**src/rtl/decompose_frame_ctrl.sv**
```systemverilog
// Frame sequencer for the first-level wavelet decomposition stage.
// Each frame runs PRIME (one zero block), then N upstream data blocks, then
// FLUSH_BLOCKS zero blocks. A tag pipe follows the stage latency and marks
// frame boundaries on the returning coefficient stream.
module decompose_frame_ctrl #(
  parameter int unsigned DATA_WIDTH   = 16,
  parameter int unsigned NUM_LANES    = 16,
  parameter int unsigned CNT_W        = 16,
  parameter int unsigned FLUSH_BLOCKS = 1,
  parameter int unsigned DEC_LAT      = 3
) (
  input  logic                            clk,
  input  logic                            rst_n,
  input  logic                            start,
  input  logic [CNT_W-1:0]                cfg_num_blocks,
  input  logic                            s_valid,
  output logic                            s_ready,
  input  logic [NUM_LANES*DATA_WIDTH-1:0] s_data,
  output logic                            dec_valid,
  output logic [NUM_LANES*DATA_WIDTH-1:0] dec_data,
  input  logic                            dec_dout_valid,
  output logic                            out_keep,
  output logic                            out_sop,
  output logic                            out_eop,
  output logic                            busy,
  output logic                            done,
  output logic                            err
);

  localparam int unsigned FW = (FLUSH_BLOCKS > 1) ? $clog2(FLUSH_BLOCKS) : 1;

  typedef enum logic [2:0] {
    IDLE,
    PRIME,
    DATA,
    FLUSH,
    DRAIN
  } state_t;

  typedef struct packed {
    logic valid;
    logic keep;
    logic sop;
    logic eop;
  } tag_t;

  state_t           state, state_nxt;
  logic [CNT_W-1:0] rem_cnt;
  logic [FW-1:0]    flush_cnt;
  logic             sop_pend;
  logic             primed;
  tag_t             dec_tag;
  tag_t             iss_tag;
  tag_t             push_tag;
  tag_t             head;
  tag_t             tag_pipe [DEC_LAT];
  logic             iss_valid;
  logic             iss_from_s;
  logic             start_acc;
  logic             data_hs;
  logic             done_set;

  assign head     = tag_pipe[DEC_LAT-1];
  assign out_keep = head.valid & head.keep;
  assign out_sop  = head.valid & head.sop;
  assign out_eop  = head.valid & head.eop;

  // The stage swallows its very first block after reset, so that block's
  // entry enters the pipe invalid and never claims a coefficient slot.
  always_comb begin
    push_tag       = dec_tag;
    push_tag.valid = dec_tag.valid & primed;
  end

  // State register.
  always_ff @(posedge clk or negedge rst_n) begin
    if (!rst_n) state <= IDLE;
    else        state <= state_nxt;
  end

  // Next-state, upstream ready and the block to issue this cycle.
  always_comb begin
    state_nxt  = state;
    s_ready    = 1'b0;
    iss_valid  = 1'b0;
    iss_from_s = 1'b0;
    iss_tag    = '0;
    start_acc  = 1'b0;
    data_hs    = 1'b0;
    done_set   = 1'b0;
    case (state)
      IDLE: begin
        if (start && (cfg_num_blocks != '0)) begin
          start_acc = 1'b1;
          state_nxt = PRIME;
        end
      end
      PRIME: begin
        iss_valid     = 1'b1;
        iss_tag.valid = 1'b1;
        state_nxt     = DATA;
      end
      DATA: begin
        s_ready = 1'b1;
        if (s_valid) begin
          data_hs       = 1'b1;
          iss_valid     = 1'b1;
          iss_from_s    = 1'b1;
          iss_tag.valid = 1'b1;
          iss_tag.keep  = 1'b1;
          iss_tag.sop   = sop_pend;
          if (rem_cnt == CNT_W'(1)) state_nxt = FLUSH;
        end
      end
      FLUSH: begin
        iss_valid     = 1'b1;
        iss_tag.valid = 1'b1;
        iss_tag.keep  = 1'b1;
        if (flush_cnt == FW'(FLUSH_BLOCKS - 1)) begin
          iss_tag.eop = 1'b1;
          state_nxt   = DRAIN;
        end
      end
      DRAIN: begin
        // Stay here through the done cycle so a start there is ignored.
        if (done)          state_nxt = IDLE;
        else if (head.eop) done_set  = 1'b1;
      end
      default: state_nxt = IDLE;
    endcase
  end

  // Frame counters, registered issue path, tag pipe and status flags.
  always_ff @(posedge clk or negedge rst_n) begin
    if (!rst_n) begin
      rem_cnt   <= '0;
      flush_cnt <= '0;
      sop_pend  <= 1'b0;
      primed    <= 1'b0;
      busy      <= 1'b0;
      done      <= 1'b0;
      err       <= 1'b0;
      dec_valid <= 1'b0;
      dec_data  <= '0;
      dec_tag   <= '0;
      for (int unsigned i = 0; i < DEC_LAT; i++) tag_pipe[i] <= '0;
    end else begin
      done <= done_set;
      if (start_acc) begin
        rem_cnt   <= cfg_num_blocks;
        sop_pend  <= 1'b1;
        flush_cnt <= '0;
        busy      <= 1'b1;
      end
      if (done_set) busy <= 1'b0;
      if (data_hs) begin
        rem_cnt  <= rem_cnt - CNT_W'(1);
        sop_pend <= 1'b0;
      end
      if (state == FLUSH) flush_cnt <= flush_cnt + FW'(1);
      dec_valid <= iss_valid;
      dec_data  <= iss_from_s ? s_data : '0;
      dec_tag   <= iss_tag;
      if (dec_valid) primed <= 1'b1;
      tag_pipe[0] <= push_tag;
      for (int unsigned i = 1; i < DEC_LAT; i++) tag_pipe[i] <= tag_pipe[i-1];
      if (head.valid != dec_dout_valid) err <= 1'b1;
    end
  end

endmodule

```
**config.mk**
```make
export PLATFORM = sky130hd
export DESIGN_NAME = decompose_frame_ctrl
export DESIGN_NICKNAME = d
export VERILOG_FILES = /design/src/rtl/decompose_frame_ctrl.sv
export SDC_FILE = /design/constraint.sdc
export NUM_CORES = 1
export LEC_CHECK = 0
export ABC_AREA = 1
export CORE_AREA = 10 10 201 203
export CTS_BUF_LIST = sky130_fd_sc_hd__clkbuf_16
export CTS_CLUSTER_SIZE = 40
export DETAILED_ROUTE_END_ITERATION = 8
export DIE_AREA = 0 0 211 213
export HOLD_SLACK_MARGIN = 0.08
export PLACE_DENSITY_LB_ADDON = 0.3
export RECOVER_POWER = 50
export SLEW_MARGIN = 40
export SYNTH_ARGS = -nofsm -noshare
export SYNTH_HDL_FRONTEND = slang
export SYNTH_SLANG_ARGS = --single-unit
```
**constraint.sdc**
```tcl
create_clock -name clk -period 2.1 [get_ports clk]
set_clock_uncertainty 0.15 [all_clocks]
set_input_delay 0.315 -clock clk [delete_from_list [all_inputs] [get_ports clk]]
set_output_delay 0.315 -clock clk [all_outputs]
set_load 0.02 [all_outputs]
```
Word-level counts from Yosys, hierarchy flattened
Cells that the tools add are included.
{"block": "word_totals", "word_cells": 80, "regBits": 298, "output_inout_bits": 264, "input_bits": 277}
{"block": "op_classes", "n_eq_ne": 11, "n_reduce_logical": 8, "n_mux": 29, "add_sub_neg": 2, "n_bitwise": 4}
{"cell": "$mux W256", "count": 1}
{"cell": "$mux W16", "count": 2}
{"cell": "$mux W3", "count": 6}
{"cell": "$eq A16 B1 Y1 const B", "count": 1}
{"cell": "$mux W1", "count": 16}
{"cell": "$reduce_bool A16 Y1", "count": 1}
{"cell": "$sub A16 B1 Y16 const B", "count": 1}
{"cell": "$pmux W3 S5", "count": 1}
{"cell": "$ne A2 B2 Y1 const B", "count": 5}
{"cell": "$eq A3 B2 Y1 const B", "count": 2}
{"cell": "$pmux W1 S2", "count": 3}
{"cell": "$reduce_bool A2 Y1", "count": 3}
{"cell": "$reduce_and A5 Y1", "count": 1}
{"cell": "$and A1 B1 Y1", "count": 4}
{"cell": "$eq A3 B1 Y1 const B", "count": 1}
{"cell": "$eq A3 B3 Y1 const B", "count": 1}
{"cell": "$logic_not A3 Y1", "count": 1}
{"cell": "$reduce_or A2 Y1", "count": 1}
{"cell": "$add A1 B1 Y1 const B", "count": 1}
{"cell": "$logic_and A1 B1 Y1", "count": 1}
{"cell": "$ne A1 B1 Y1", "count": 1}

Depth between registers and ports, before layout
{"block": "logic_depth", "depth_word": 6, "ltp_mapped": 10, "depth_no_buf": 10}

Worst setup path before layout
OpenSTA, ideal clock, no wires.
{"block": "synth_timing", "path_kind": "register to register", "startpoint": "register rem_cnt[0]", "endpoint": "register rem_cnt[14]", "required_time_ns": 1.825, "period_less_slack_ns": 1.544, "slack_ns": 0.556, "path_buffers": 0, "setup_ns": 0.125, "t_arrival_ns": 1.269, "path_stages_with_launch": 10, "cell_sequence": "dfrtp_1 -> inv_1 -> ha_1 -> nand2_1 -> inv_1 -> nand2_1 -> nor2_1 -> nand3_1 -> nand3_1 -> nand3_1"}
{"block": "synth_between", "elab_chain_len": 2}
{"item": "from (decl)", "line": "48", "rtl": "logic [CNT_W-1:0] rem_cnt;"}
{"item": "from (signal assigned)", "line": "150", "rtl": "rem_cnt <= cfg_num_blocks;"}
{"item": "from (signal assigned)", "line": "157", "rtl": "rem_cnt <= rem_cnt - CNT_W'(1);"}
{"item": "$sub A16 B1 Y16", "line": "157"}
{"item": "$mux W16", "line": "156", "rtl": "if (data_hs) begin"}
No other way between the ends.
A chain may end at the register's enable or synchronous reset.

Final worst setup path
{"block": "layout_timing", "startpoint": "register dec_data[70]", "endpoint": "output dec_data[70]"}
{"item": "from (decl)", "line": "20", "rtl": "output logic [NUM_LANES*DATA_WIDTH-1:0] dec_data,"}
{"item": "from (signal assigned)", "line": "162", "rtl": "dec_data <= iss_from_s ? s_data : '0;"}
No word-level cell between the ends.

==> out/summary.txt <==
STATUS
----------------------------------------------------------------------------------------
Status .................................................................... finished clean

CLOCK NETWORK
----------------------------------------------------------------------------------------
Number of buffers added for setup after CTS ...............................            0
H-tree level count ........................................................            2
Clock Root Buffer .........................................................    clkbuf_16
# clock sinks .............................................................          297
CTS max path bufs .........................................................            3
Number of buffers added by the clock tree synthesis step ..................           35
Clock tree from TritonCTS .................................................         done
Clock latency at the later pin of the worst-skew pair .....................      0.52 ns
Clock slew seen by the registers of the worst setup and hold paths ........      0.06 ns

SYNTH
----------------------------------------------------------------------------------------
Count of unique library cells instantiated by Yosys .......................           24
Synthesized cell area .....................................................   10700 um^2
Number of storage elements in the synthesis netlist .......................          297
Post-Synthesis Net Count ..................................................         1343
Synthesized area divided by synthesized cell count ........................    10.1 um^2
Register area share after synthesis .......................................        69.2%
Top area cells in the synthesized netlist ................................. dfrtp_1 69%, nor2_1 10%, inv_1 10%
Warning count from the yosys run ..........................................            0
Area share of the leading cell type in the synthesized netlist ............        69.2%
Number of instances in the synthesized netlist ............................         1064
Library cell occupying the most area in the post-synthesis netlist ........      dfrtp_1

POWER AND IR DROP
----------------------------------------------------------------------------------------
Final total power .........................................................      17.8 mW
Pint ......................................................................      12.2 mW
Part of the power in registers ............................................        39.5%
Sw Share ..................................................................        31.5%
Maximum vdd drop ..........................................................     0.810 mV
Clock group share of total power ..........................................        32.2%
Power density cells ....................................................... 1010 nW/um^2
Static leakage power ......................................................      9.24 nW
Net switching component of the power ......................................      5.62 mW
Combinational fraction of design power ....................................        28.3%

WORST SETUP PATH
----------------------------------------------------------------------------------------
Cell breakdown of the critical path ....................................... clkdlybuf4s50_1
Terminus of the critical flop-to-flop path ................................ dec_data[172]$_DFF_PN0_
Worst setup SP type .......................................................         flop
Slowest stage cell, crit path ............................................. clkdlybuf4s50_1
CP required ...............................................................      1.63 ns
Crit. End Element ......................................................... primary output
Critical path class ....................................................... flop to primary output
Buf/Inv on CP .............................................................            1
Data arrival time of the worst path .......................................      1.56 ns
Critical Path Fanout Max ..................................................            1
Worst reg2reg path startpoint ............................................. state[1]$_DFFE_PN0P_
Cells on worst reg2reg path ...............................................            6
Internal reg-to-reg setup slack ...........................................      0.21 ns
Kind of cell with the highest combined delay on the critical path ......... buffers and inverters
Crit path largest cell delay ..............................................      0.70 ns

ROUTING
----------------------------------------------------------------------------------------
Routed length per placed instance .........................................      18.2 um
Total detailed-routing wirelength .........................................     38700 um
Final ANT Viol Nets .......................................................            0
Post-detailed-route DRC marker count ......................................            0
Starting DRC count in detailed routing ....................................          517
Vias per cell .............................................................         4.06
Total number of vias ......................................................         8641
1st-pass router iterations ................................................            4

GRT
----------------------------------------------------------------------------------------
Overall Global Routing Usage ..............................................        16.6%
Antenna violations before repair ..........................................            4
Remaining Overflow, GRT ...................................................            0
Global-route wire length before repair ....................................     56300 um
Via count of the first global-routing pass ................................         9044
Largest net degree at the start of global routing .........................           74

LAYOUT
----------------------------------------------------------------------------------------
Commonest non-fill, non-tap cell in the layout ............................ clkdlybuf4s50_1
Area delta synth->final ...................................................        64.8%
Commonest cells after routing, fill and taps aside ........................ 533 x clkdlybuf4s50_1, 296 x inv_1, 295 x dfrtp_1
Fraction of final layout cells sized beyond drive strength 1 ..............        4.89%
Net count of the finished layout ..........................................         1914

WORST HOLD PATH
----------------------------------------------------------------------------------------
End point of the worst hold path .......................................... dec_data[85]$_DFF_PN0_
Worst Hold Path Cells .....................................................            3
Hold Path Origin ..........................................................   s_data[85]
Path class of the lowest-slack min-delay path ............................. primary input to flop

TIMING
----------------------------------------------------------------------------------------
Setup repair after global routing missed its margin .......................           no
Headroom to the max-slew limit ............................................        49.7%
Portion of the clock cycle consumed by the worst path in the final layout .        96.2%
Post-Route Setup TNS ......................................................         0 ns
Final count of pins violating max slew ....................................            0
Final count of negative-setup-slack endpoints .............................            0
Final Hold Vio Count ......................................................            0
Final worst path period need ..............................................      2.02 ns
Timing-limited maximum frequency ..........................................      495 MHz
Slew @ Worst Pin ..........................................................     0.754 ns

FLOORPLAN
----------------------------------------------------------------------------------------
Boundary pin count ........................................................          541
Site Rows .................................................................           70
Area of the die ...........................................................   44900 um^2
Die span in y .............................................................       213 um
DIE WIDTH .................................................................       211 um
Starting Density ..........................................................        29.6%
Core area .................................................................   36300 um^2

PLACE
----------------------------------------------------------------------------------------
Count of buffers inserted at the top-level ports ..........................          540
Placer congestion estimate ................................................        0.833
DP HPWL ...................................................................     30700 um

JOB
----------------------------------------------------------------------------------------
Number of maximum-capacitance constraint violations .......................            0

==> layout make-up <==
cell class	instances	area, um^2
Timing Repair Buffer	568	5610
Inverter	291	1100
Sequential cell	297	7430
Antenna cell	4	10.0
Clock buffer	37	926
Fill cell	3364	18600
Clock inverter	23	161
Tap cell	468	586
Multi-Input combinational cell	442	1870
==> power groups by stage <==
stage	Combinational (mW)	Clock [mW]	Sequential, mW
6_report	5.05	5.74	7.06
5_1_grt	5.51	6.20	7.16
4_1_cts	5.21	5.95	7.08
3_5_place_dp	5.21	0	7.17
3_3_place_gp	5.15	0	7.13
2_1_floorplan	1.85	0	7.92
==> layer usage <==
metal,routed length (um),track usage (%)
met5,0,0
met4,844,5.72
met3,4200,7.17
met2,20300,29.5
met1,13400,17.1
==> worst max path at each step <==
| stage | to | cells after the start | startpoint |
|---|---|---|---|
| 2_1_floorplan | rem_cnt[14]$_DFFE_PN0P_ | 9 | rem_cnt[0]$_DFFE_PN0P_ |
| 3_3_place_gp | rem_cnt[11]$_DFFE_PN0P_ | 9 | cfg_num_blocks[1] |
| 3_5_place_dp | dec_data[204]$_DFF_PN0_ | 6 | s_valid |
| 4_1_cts | dec_valid | 1 | dec_tag[3]$_DFF_PN0_ |
| 5_1_grt | dec_valid | 1 | dec_tag[3]$_DFF_PN0_ |
| 6_report | dec_data[70] | 1 | dec_data[70]$_DFF_PN0_ |
==> stage by stage <==
| stage | area, um^2 | cells | utilization [%] | setup slack [ns] | hold slack (ns) |
|---|---|---|---|---|---|
| after CTS | 17800 | 2126 | 49.1 | 0.0404 | 0.117 |
| after global placement | 16700 | 2065 | 46.1 | 0.180 | 0.133 |
| after global routing | 17700 | 2129 | 48.8 | 0.0257 | 0.139 |
| final | 17700 | 2130 | 48.8 | 0.0797 | 0.149 |
| after detailed placement | 16700 | 2065 | 46.1 | 0.166 | 0.139 |
| after floorplan | 10700 | 1064 | - | 0.556 | -0.131 |
==> registers in the layout (all words and copies together) (netlist names) <==
register,cells
dec_data,256
rem_cnt,16
tag_pipe,8
dec_tag,4
head,4
state,3
busy,1
done,1
err,1
flush_cnt,1
primed,1
sop_pend,1
==> cell families after synthesis <==
family / share of synthesized area (%)
simple gates: 15.9
compound gates: 1.35
fa+ha+maj: 0.233
flops: 69.2
buf+inv: 13.3
==> synth_stat cells <==
cell / count
inv_4: 1
ha_1: 2
nand3_4: 1
nor2_1: 291
nand2_1: 66
or2_2: 1
o21ai_2: 3
o211ai_1: 2
o31ai_4: 1
nand2_2: 3
o21bai_1: 1
nor2_8: 1
a21oi_1: 4
inv_1: 290
nand4_1: 13
clkbuf_1: 1
dfrtp_1: 297
buf_2: 7
o21ai_0: 11
buf_6: 25
buf_8: 1
nand3_1: 39
nor2_2: 2
nor3_4: 1
==> timing repair <==
item,4_1_cts,5_1_grt
gates cloned,0,0
hold buffers,1,0
gates resized for setup,8,2
hold endpoints to repair,297,0
endpoints found under the setup margin,6,1
==> tightest hold or removal path, cell delays in order <==
cell and delay [ns]:
clkdlybuf4s50_1 0.39, inv_1 0.05, nor2_1 0.03
Note: power is estimated with default switching activity, not from simulation.
